--- config.mk ---
export PLATFORM = sky130hd
export DESIGN_NAME = pc_flag_unit
export DESIGN_NICKNAME = d
export VERILOG_FILES = /design/src/rtl/pc_flag_unit_pkg.sv /design/src/rtl/CLA_add_16.sv /design/src/rtl/pc_flag_unit_cond_eval.sv /design/src/rtl/pc_flag_unit.sv
export SDC_FILE = /design/constraint.sdc
export NUM_CORES = 1
export LEC_CHECK = 0
export CAP_MARGIN = 5
export CORE_ASPECT_RATIO = 0.5
export CORE_MARGIN = 2
export CORE_UTILIZATION = 44
export DETAILED_ROUTE_END_ITERATION = 16
export PLACE_DENSITY = 0.92
export REMOVE_ABC_BUFFERS = 1
export SLEW_MARGIN = 20
export SYNTH_ARGS = -nofsm -noshare
export SYNTH_HDL_FRONTEND = slang
export SYNTH_SLANG_ARGS = --single-unit
--- constraint.sdc ---
create_clock -name i_clk -period 5.2 [get_ports i_clk]
set_input_delay 1.04 -clock i_clk [delete_from_list [all_inputs] [get_ports i_clk]]
set_output_delay 1.04 -clock i_clk [all_outputs]
set_load 0.05 [all_outputs]
--- src/rtl/pc_flag_unit_pkg.sv ---
// Shared encodings for the PC/flag stage: opcodes, branch conditions, FSM states, flag bit positions.
// Flag bit indices match the ALU flag output ordering {N,V,Z}.
package pc_flag_unit_pkg;

    localparam logic [3:0] OP_ADD = 4'b0000;
    localparam logic [3:0] OP_SUB = 4'b0001;
    localparam logic [3:0] OP_XOR = 4'b0011;
    localparam logic [3:0] OP_SLL = 4'b0100;
    localparam logic [3:0] OP_SRA = 4'b0101;
    localparam logic [3:0] OP_ROR = 4'b0110;
    localparam logic [3:0] OP_B   = 4'b1100;
    localparam logic [3:0] OP_BR  = 4'b1101;
    localparam logic [3:0] OP_HLT = 4'b1111;

    localparam int FLAG_N = 2;
    localparam int FLAG_V = 1;
    localparam int FLAG_Z = 0;

    typedef enum logic [2:0] {
        CC_NE  = 3'b000,
        CC_EQ  = 3'b001,
        CC_GT  = 3'b010,
        CC_LT  = 3'b011,
        CC_GTE = 3'b100,
        CC_LTE = 3'b101,
        CC_OVF = 3'b110,
        CC_AL  = 3'b111
    } ccc_e;

    typedef enum logic {
        ST_RUN  = 1'b0,
        ST_HALT = 1'b1
    } state_e;

endpackage

--- src/rtl/CLA_add_16.sv ---
// 16-bit adder: 4-bit groups with group lookahead between groups, ripple inside a group.
// Signed overflow is carry-in xor carry-out of the MSB.
module CLA_add_16 (
    input  logic [15:0] i_a,
    input  logic [15:0] i_b,
    input  logic        i_cin,
    output logic [15:0] o_sum,
    output logic        o_ovf
);
    logic [15:0] w_g;
    logic [15:0] w_p;
    logic [16:0] w_c;

    assign w_g = i_a & i_b;
    assign w_p = i_a ^ i_b;

    always_comb begin
        w_c    = '0;
        w_c[0] = i_cin;
        for (int grp = 0; grp < 4; grp++) begin
            for (int k = 0; k < 3; k++) begin
                w_c[grp*4+k+1] = w_g[grp*4+k] | (w_p[grp*4+k] & w_c[grp*4+k]);
            end
            // Group carry-out skips the in-group ripple.
            w_c[grp*4+4] = w_g[grp*4+3]
                         | (w_p[grp*4+3] & w_g[grp*4+2])
                         | (w_p[grp*4+3] & w_p[grp*4+2] & w_g[grp*4+1])
                         | (w_p[grp*4+3] & w_p[grp*4+2] & w_p[grp*4+1] & w_g[grp*4])
                         | (&w_p[grp*4 +: 4] & w_c[grp*4]);
        end
    end

    assign o_sum = w_p ^ w_c[15:0];
    assign o_ovf = w_c[16] ^ w_c[15];

endmodule

--- src/rtl/pc_flag_unit_cond_eval.sv ---
// Branch condition evaluator: 3-bit ccc against latched {N,V,Z}, purely combinational.
module cond_eval
    import pc_flag_unit_pkg::*;
(
    input  logic [2:0] i_ccc,
    input  logic [2:0] i_flags,
    output logic       o_take
);
    logic w_n;
    logic w_v;
    logic w_z;

    assign w_n = i_flags[FLAG_N];
    assign w_v = i_flags[FLAG_V];
    assign w_z = i_flags[FLAG_Z];

    always_comb begin
        o_take = 1'b0;
        case (ccc_e'(i_ccc))
            CC_NE:   o_take = !w_z;
            CC_EQ:   o_take = w_z;
            CC_GT:   o_take = !w_z && !w_n;
            CC_LT:   o_take = w_n;
            CC_GTE:  o_take = w_z || !w_n;
            CC_LTE:  o_take = w_n || w_z;
            CC_OVF:  o_take = w_v;
            CC_AL:   o_take = 1'b1;
            default: o_take = 1'b0;
        endcase
    end

endmodule

--- src/rtl/pc_flag_unit.sv ---
// PC / condition-flag stage behind the ALU: latches flags per opcode, resolves B/BR, registers next PC.
// RUN/HALT FSM freezes everything on HLT until reset; stall holds all state.
module pc_flag_unit
    import pc_flag_unit_pkg::*;
#(
    parameter logic [15:0] RESET_PC = 16'h0000
) (
    input  logic        i_clk,
    input  logic        i_rst,
    input  logic [15:0] i_instr,
    input  logic [2:0]  i_flags_in,
    input  logic [15:0] i_reg_rs,
    input  logic        i_stall,
    output logic [15:0] o_pc,
    output logic [15:0] o_pc_plus2,
    output logic [2:0]  o_flags,
    output logic        o_branch_taken,
    output logic        o_halted
);
    state_e      r_state;
    state_e      w_state_nxt;
    logic [15:0] r_pc;
    logic [2:0]  r_flags;

    logic [3:0]  w_opcode;
    logic [15:0] w_pc_plus2;
    logic [15:0] w_b_offset;
    logic [15:0] w_b_target;
    logic [15:0] w_next_pc;
    logic        w_take;
    logic        w_is_branch;
    logic        w_pc_we;
    logic        w_wr_nv;
    logic        w_wr_z;
    logic        w_pc_ovf_unused;
    logic        w_tgt_ovf_unused;

    assign w_opcode   = i_instr[15:12];
    assign w_b_offset = {{6{i_instr[8]}}, i_instr[8:0], 1'b0};

    CLA_add_16 u_pc_inc (
        .i_a   (r_pc),
        .i_b   (16'd2),
        .i_cin (1'b0),
        .o_sum (w_pc_plus2),
        .o_ovf (w_pc_ovf_unused)
    );

    CLA_add_16 u_b_tgt (
        .i_a   (w_pc_plus2),
        .i_b   (w_b_offset),
        .i_cin (1'b0),
        .o_sum (w_b_target),
        .o_ovf (w_tgt_ovf_unused)
    );

    // Condition sees only flags latched by earlier instructions, never this cycle's flags_in.
    cond_eval u_cond (
        .i_ccc   (i_instr[11:9]),
        .i_flags (r_flags),
        .o_take  (w_take)
    );

    assign w_is_branch    = (w_opcode == OP_B) || (w_opcode == OP_BR);
    assign o_branch_taken = w_is_branch && w_take && (r_state == ST_RUN);
    assign w_next_pc      = !o_branch_taken      ? w_pc_plus2 :
                            (w_opcode == OP_BR)  ? i_reg_rs   : w_b_target;

    always_comb begin
        w_state_nxt = r_state;
        w_pc_we     = 1'b0;
        w_wr_nv     = 1'b0;
        w_wr_z      = 1'b0;
        case (r_state)
            ST_RUN: begin
                if (!i_stall) begin
                    if (w_opcode == OP_HLT) begin
                        w_state_nxt = ST_HALT;
                    end else begin
                        w_pc_we = 1'b1;
                        case (w_opcode)
                            OP_ADD, OP_SUB: begin
                                w_wr_nv = 1'b1;
                                w_wr_z  = 1'b1;
                            end
                            OP_XOR, OP_SLL, OP_SRA, OP_ROR: w_wr_z = 1'b1;
                            default: ;
                        endcase
                    end
                end
            end
            ST_HALT: w_state_nxt = ST_HALT;
            default: w_state_nxt = ST_RUN;
        endcase
    end

    always_ff @(posedge i_clk) begin
        if (i_rst) begin
            r_state <= ST_RUN;
            r_pc    <= RESET_PC;
            r_flags <= 3'b000;
        end else begin
            r_state <= w_state_nxt;
            if (w_pc_we) r_pc <= w_next_pc;
            if (w_wr_nv) begin
                r_flags[FLAG_N] <= i_flags_in[FLAG_N];
                r_flags[FLAG_V] <= i_flags_in[FLAG_V];
            end
            if (w_wr_z) r_flags[FLAG_Z] <= i_flags_in[FLAG_Z];
        end
    end

    assign o_pc       = r_pc;
    assign o_pc_plus2 = w_pc_plus2;
    assign o_flags    = r_flags;
    assign o_halted   = (r_state == ST_HALT);

endmodule

## After elaboration in Yosys (flattened, before gate mapping)

Cells that the tools add are included.

| word-level totals | value |
|---|---|
| register bits | 20 |
| word-level logic and storage cells | 122 |
| bits of input ports | 38 |

| operators by class | value |
|---|---|
| reduce and logical (&&, ||, !) cells | 16 |
| equal/unequal tests | 15 |
| muxes and demuxes | 17 |
| bitwise operators | 70 |

Operators with widths:

| cell | count |
|---|---|
| $xor A16 B16 Y16 | 3 |
| $and A1 B1 Y1 | 42 |
| $mux W16 | 2 |
| $or A1 B1 Y1 | 22 |
| $reduce_and A4 Y1 | 4 |
| $and A15 B15 Y15 | 1 |
| $mux W1 | 13 |
| $eq A3 B3 Y1 const B | 4 |
| $eq A4 B3 Y1 const B | 3 |
| $eq A4 B4 Y1 const B | 3 |
| $pmux W1 S8 | 1 |
| $eq A3 B2 Y1 const B | 2 |
| $reduce_or A6 Y1 | 1 |
| $eq A4 B1 Y1 const B | 1 |
| $eq A4 B2 Y1 const B | 1 |
| $logic_not A4 Y1 | 1 |
| $eq A3 B1 Y1 const B | 1 |
| $logic_and A1 B1 Y1 | 3 |
| $logic_not A3 Y1 | 1 |
| $logic_or A1 B1 Y1 | 3 |
| $logic_not A1 Y1 | 2 |
| $not A1 Y1 | 2 |
| $pmux W1 S2 | 1 |
| $reduce_or A2 Y1 | 1 |

## Logic depth before layout (Yosys ltp)

| logic depth | value |
|---|---|
| word-level depth | 26 |
| depth in mapped cells | 19 |
| depth with buffers taken out | 19 |

## Modules after synthesis

A second synthesis with hierarchy kept.

| unflattened totals | value |
|---|---|
| cell total of the unflattened synthesis | 286 |
| area, all modules | 2741.4 um^2 |

Modules (own cells, without submodules):

| module | cells an instance | seq. area each (um^2) | area each (um^2) | times used |
|---|---|---|---|---|
| pc_flag_unit | 112 | 400.4 | 1202.4 | 1 |
| CLA_add_16 at u_b_tgt | 81 | 0.0 | 732.0 | 1 |
| CLA_add_16 at u_pc_inc | 82 | 0.0 | 730.7 | 1 |
| cond_eval | 11 | 0.0 | 76.3 | 1 |

## Worst setup path after synthesis

No wires, ideal clock.

| timing path | value |
|---|---|
| path kind | reg-to-reg |
| start point | register r_pc[3] (netlist: o_pc[3]) |
| end point | register r_pc[15] (netlist: o_pc[15]) |
| cell stages (with the launch flop) | 19 |
| buffers on the path | 0 |
| slack | 0.315 ns |
| clock period less this slack | 4.885 ns |
| arrival time | 4.753 ns |
| library setup time | 0.132 ns |
| cell sequence | dfxtp_1 -> nand3_1 -> nor2_1 -> ha_1 -> ha_1 -> ha_1 -> xor2_1 -> ha_1 -> and3_1 -> a221o_1 -> a31oi_1 -> fa_1 -> fa_1 -> fa_1 -> xor2_1 -> nand2_1 -> and4_1 -> o22ai_1 -> a21oi_1 |

| between the ends | value |
|---|---|
| elaborated cells between the ends (all ways) | 55 |
| classes of those cells | mux: 2; bitwise: 51; reduce/logical: 2 |

RTL lines:

| item | line | RTL |
|---|---|---|
| start: declaration | pc_flag_unit.sv:22 | `logic [15:0] r_pc;` |
| start signal: assignment | pc_flag_unit.sv:104 | `if (w_pc_we) r_pc <= w_next_pc;` |
| $and A1 B1 Y1 (*) (2 in series) | CLA_add_16.sv:27 | `\| (w_p[grp*4+3] & w_p[grp*4+2] & w_g[grp*4+1])` |
| $and A1 B1 Y1 (*) | CLA_add_16.sv:29 | `\| (&w_p[grp*4 +: 4] & w_c[grp*4]);` |
| $and A1 B1 Y1 (*) (3 in series) | CLA_add_16.sv:22 | `w_c[grp*4+k+1] = w_g[grp*4+k] \| (w_p[grp*4+k] & w_c[grp*4+k]);` |
| $xor A16 B16 Y16 (*) | CLA_add_16.sv:33 | `assign o_sum = w_p ^ w_c[15:0];` |
| named net o_pc_plus2[11] | pc_flag_unit.sv:15 | `output logic [15:0] o_pc_plus2,` |
| $xor A16 B16 Y16 | CLA_add_16.sv:15 | `assign w_p = i_a ^ i_b;` |
| $and A1 B1 Y1 (on tied branches) | CLA_add_16.sv:26, CLA_add_16.sv:27, CLA_add_16.sv:28 |  |
| $or A1 B1 Y1 (tied with other cells) | CLA_add_16.sv:26 | `\| (w_p[grp*4+3] & w_g[grp*4+2])` |
| [4 not listed] | - |  |
| $or A1 B1 Y1 (*) | CLA_add_16.sv:22 |  |
| $and A1 B1 Y1 (*) | CLA_add_16.sv:22 |  |
| $or A1 B1 Y1 (*) | CLA_add_16.sv:22 |  |
| $and A1 B1 Y1 (*) | CLA_add_16.sv:22 |  |
| $or A1 B1 Y1 (*) | CLA_add_16.sv:22 |  |
| $xor A16 B16 Y16 (*) | CLA_add_16.sv:33 |  |
| $mux W16 (*) | pc_flag_unit.sv:67 | `(w_opcode == OP_BR) ? i_reg_rs : w_b_target;` |
| $mux W16 (*) | pc_flag_unit.sv:66 | `assign w_next_pc = !o_branch_taken ? w_pc_plus2 :` |

Mark *: on every way through the listed nets, which the timed path passes. The rest lies on a longest branch.
A chain may end at the register's enable or synchronous reset.

## Final worst setup path

| timing path | value |
|---|---|
| start point | register r_pc[1] (netlist: o_pc[1]) |
| end point | register r_pc[15] (netlist: o_pc[15]) |

| between the ends | value |
|---|---|
| word-level cells in the longest chain between the ends | 22 |
| elaborated cells between the ends (all ways) | 56 |
| classes of those cells | mux: 2; bitwise: 52; reduce/logical: 2 |

Ends and longest elaborated chain:

| item | line | RTL |
|---|---|---|
| $and A1 B1 Y1 | CLA_add_16.sv:27 |  |
| $and A1 B1 Y1 (3 in series) | CLA_add_16.sv:22 |  |
| $xor A16 B16 Y16 (*) | CLA_add_16.sv:33 |  |
| $xor A16 B16 Y16 | CLA_add_16.sv:15 |  |
| $and A1 B1 Y1 (on tied branches) | CLA_add_16.sv:26, CLA_add_16.sv:27, CLA_add_16.sv:28 |  |
| $or A1 B1 Y1 (tied with other cells) | CLA_add_16.sv:26 |  |
| $or A1 B1 Y1 / $and A1 B1 Y1 (equally long branches) | CLA_add_16.sv:27, CLA_add_16.sv:28 |  |
| $or A1 B1 Y1 | CLA_add_16.sv:28 | `\| (w_p[grp*4+3] & w_p[grp*4+2] & w_p[grp*4+1] & w_g[grp*4])` |
| [4 not listed] | - |  |
| $or A1 B1 Y1 | CLA_add_16.sv:22 |  |
| $and A1 B1 Y1 | CLA_add_16.sv:22 |  |
| $or A1 B1 Y1 | CLA_add_16.sv:22 |  |
| $and A1 B1 Y1 | CLA_add_16.sv:22 |  |
| $or A1 B1 Y1 | CLA_add_16.sv:22 |  |
| $xor A16 B16 Y16 | CLA_add_16.sv:33 |  |
| $mux W16 | pc_flag_unit.sv:67 |  |
| $mux W16 (*) | pc_flag_unit.sv:66 |  |

Every way passes the cells marked *; elsewhere a longest branch is shown, timed or not.

==> reports/qor.txt <==
DIE HEIGHT: 50.5 µm
Pwr Total: 0.494 mW
post-route antenna net violation count: 0
CP Launch Type: flip-flop
IO Count: 75
first-pass GRT wire length: 9.54 mm
GPL Wtd Cong: 0.877
Setup crit end kind: flip-flop
area of the multi-input gates: 1350 µm²
fin crit share: 86.9%
Mean Syn Cell Area: 8.58 µm²
CTS Buf Count: 3
crit path max fanout: 5
Initial Util: 47.3%
Syn Inst Count: 222
Finished Core Util: 67.6%
run status: completed
Synth Register Bits: 20
total grt overflow: 0
Layout Nets: 359
pin slew with the least headroom to its limit: 934 ps
Final min period: 4520 ps
final hold violation count: 0
ys async rst share: 0%
warnings from Yosys: 0
Lkg Pwr: 1.12 nW
Worst VDD drop: 0.127 mV
input/output buffers: 74
DR vias: 2042
initial antenna violation count: 0
skew final: 4.36 ps
met2 routed WL: 2.90 mm
CTS Hold Buffers Added: 0
wirelength, routed: 5.83 mm
die width: 97.0 µm
Post-Syn Area: 1900 µm²
insertion delay to the later sink of the worst-skew pair: 260 ps
Via density: 5.95
total core area: 4020 µm²
RSZ-0062 raised after global routing: no
Required @ worst endpoint: 5320 ps
DP Wirelength: 4.32 mm
Max Used Layer: met4
most common cell after layout, fill and taps aside: clkdlybuf4s50_1
Post-synth top flop: dfxtp_1
CTS root buf: clkbuf_8
full die area: 4900 µm²
share of layout cells above drive strength 1: 3.81%
Reg area: 400 µm²
H-tree level count: 1
WL/cell: 17.0 µm
number of flops mapped to enable cells by yosys: 0
Critical Setup Path Class: reg -> reg
CTS tree: done
fmax: 221 MHz
number of global-route vias before repair: 1995
power per cell area: 182 nW/µm²
Final setup viols: 0
DR iter-0 viols: 173
ant diodes: 0
largest net degree at the start of global routing: 31
Reg clk slew, reported paths: 80 ps
post-CTS sizing: 0
Clock Path Buffers: 2
most frequent cells in the layout: clkdlybuf4s50_1, nand2_1, inv_1, ha_1, dfxtp_1
met3 wire length: 556 µm
fin. max-slew vios: 0
count of cell types in the netlist: 46
area grow syn2layout: 42.8%
CTS sink count: 20
total global-route track usage: 23.9%
drt first pass iters: 4
setup TNS: 0 ps
Seq/Total Area, Yosys: 21.0%
DRC violations left: 0
Metal-1 WL: 2.29 mm
crit path DAT: 4630 ps
Core Rows: 16
Tightest Hold Check Type: reg -> reg
slew margin rel.: 37.7%
post-CTS setup buffer count: 0
Layout fillers: 292
max-cap violation count: 0
## Yosys cell counts, types with 2 or more instances
master	count	area [µm²]
xor2_1	6	52.6
nand4_1	3	18.8
a211o_1	2	17.5
nor2_1	10	37.5
a21o_1	4	30.0
nand2_1	26	97.6
o21ai_0	4	20.0
clkbuf_1	5	18.8
nor3_1	2	10.0
mux2i_1	6	60.1
ha_1	21	263
buf_2	3	15.0
a31oi_1	12	75.1
nand2b_1	3	18.8
o2111ai_1	8	70.1
o21ai_1	4	20.0
inv_1	21	78.8
nand3_1	16	80.1
a32o_1	3	30.0
dfxtp_1	20	400
mux2_2	3	33.8
xnor2_1	3	26.3
a21oi_1	5	25.0
fa_1	10	200
## state kept, by name, indices dropped and copies added (netlist names)
register  cells
o_pc         16
o_halted      1
o_flags       3
## per-layer routing
metal | track usage [%] | vias up
li1 | - | 937
met1 | 29.8 | 988
met2 | 41.4 | 107
met3 | 6.55 | 10
met4 | 6.81 | 0
met5 | 0 | -
## report_power, final
part           leakage (nW)  internal [mW]  switching, mW  total [mW]
sequential            0.162          0.158        0.00589       0.164
combinational         0.919         0.0729         0.0973       0.170
clock                0.0357          0.103         0.0572       0.160
total                  1.12          0.333          0.160       0.494
## final cells by class
type / instances / area share [%]
clock buffer: 3 / 1.52
clock inverter: 1 / 1.10
inverter: 22 / 3.22
multi-input combinational: 168 / 49.4
sequential: 20 / 14.7
tap: 54 / 2.48
timing repair buffer: 75 / 27.5
## path summary, 6_finish.rpt
path              cells past startpoint    start  endpoint  slack (ps)
setup / recovery                     18  o_pc[1]  o_pc[15]         680
setup reg to reg                     18  o_pc[1]  o_pc[15]         680
hold / removal                        2  o_pc[0]   o_pc[0]         510
hold reg to reg                       2  o_pc[0]   o_pc[0]         510
## worst max-delay path: stages, from the launching register on
cell and delay, ps:
dfxtp_1 430, nand3_1 200, nor2_1 170, ha_1 160, ha_1 140, ha_1 200
xor2_1 300, ha_1 250, and3_1 220, a221o_1 160, a31oi_1 50, fa_1 430
fa_1 430, fa_1 420, xor2_1 250, nand2_1 100, and4_1 220, o22ai_1 150
a21oi_1 90
## logic make-up after synthesis
| group | after synthesis | synth area share [%] |
|---|---|---|
| buffers and inverters | 34 | 8.34 |
| adder cells (fa/ha/maj) | 31 | 24.3 |
| flip-flops | 20 | 21.0 |
| XOR/XNOR | 9 | 4.14 |
| multiplexers | 10 | 5.52 |
| AND/OR/NAND/NOR | 70 | 19.1 |
| AO/OA/AOI/OAI | 48 | 17.6 |
## metrics by stage
| step | instance area (µm²) | std cells | hold WS (ps) | setup WS (ps) |
|---|---|---|---|---|
| 5_1_grt | 2720 | 343 | 553 | 432 |
| 3_3_place_gp | 2650 | 339 | 483 | 761 |
| 4_1_cts | 2720 | 343 | 514 | 749 |
| 6_report | 2720 | 343 | 514 | 683 |
| 2_1_floorplan | 1830 | 210 | 703 | 260 |
| 3_5_place_dp | 2650 | 339 | 495 | 589 |
Power figures use the tool's default switching activity.
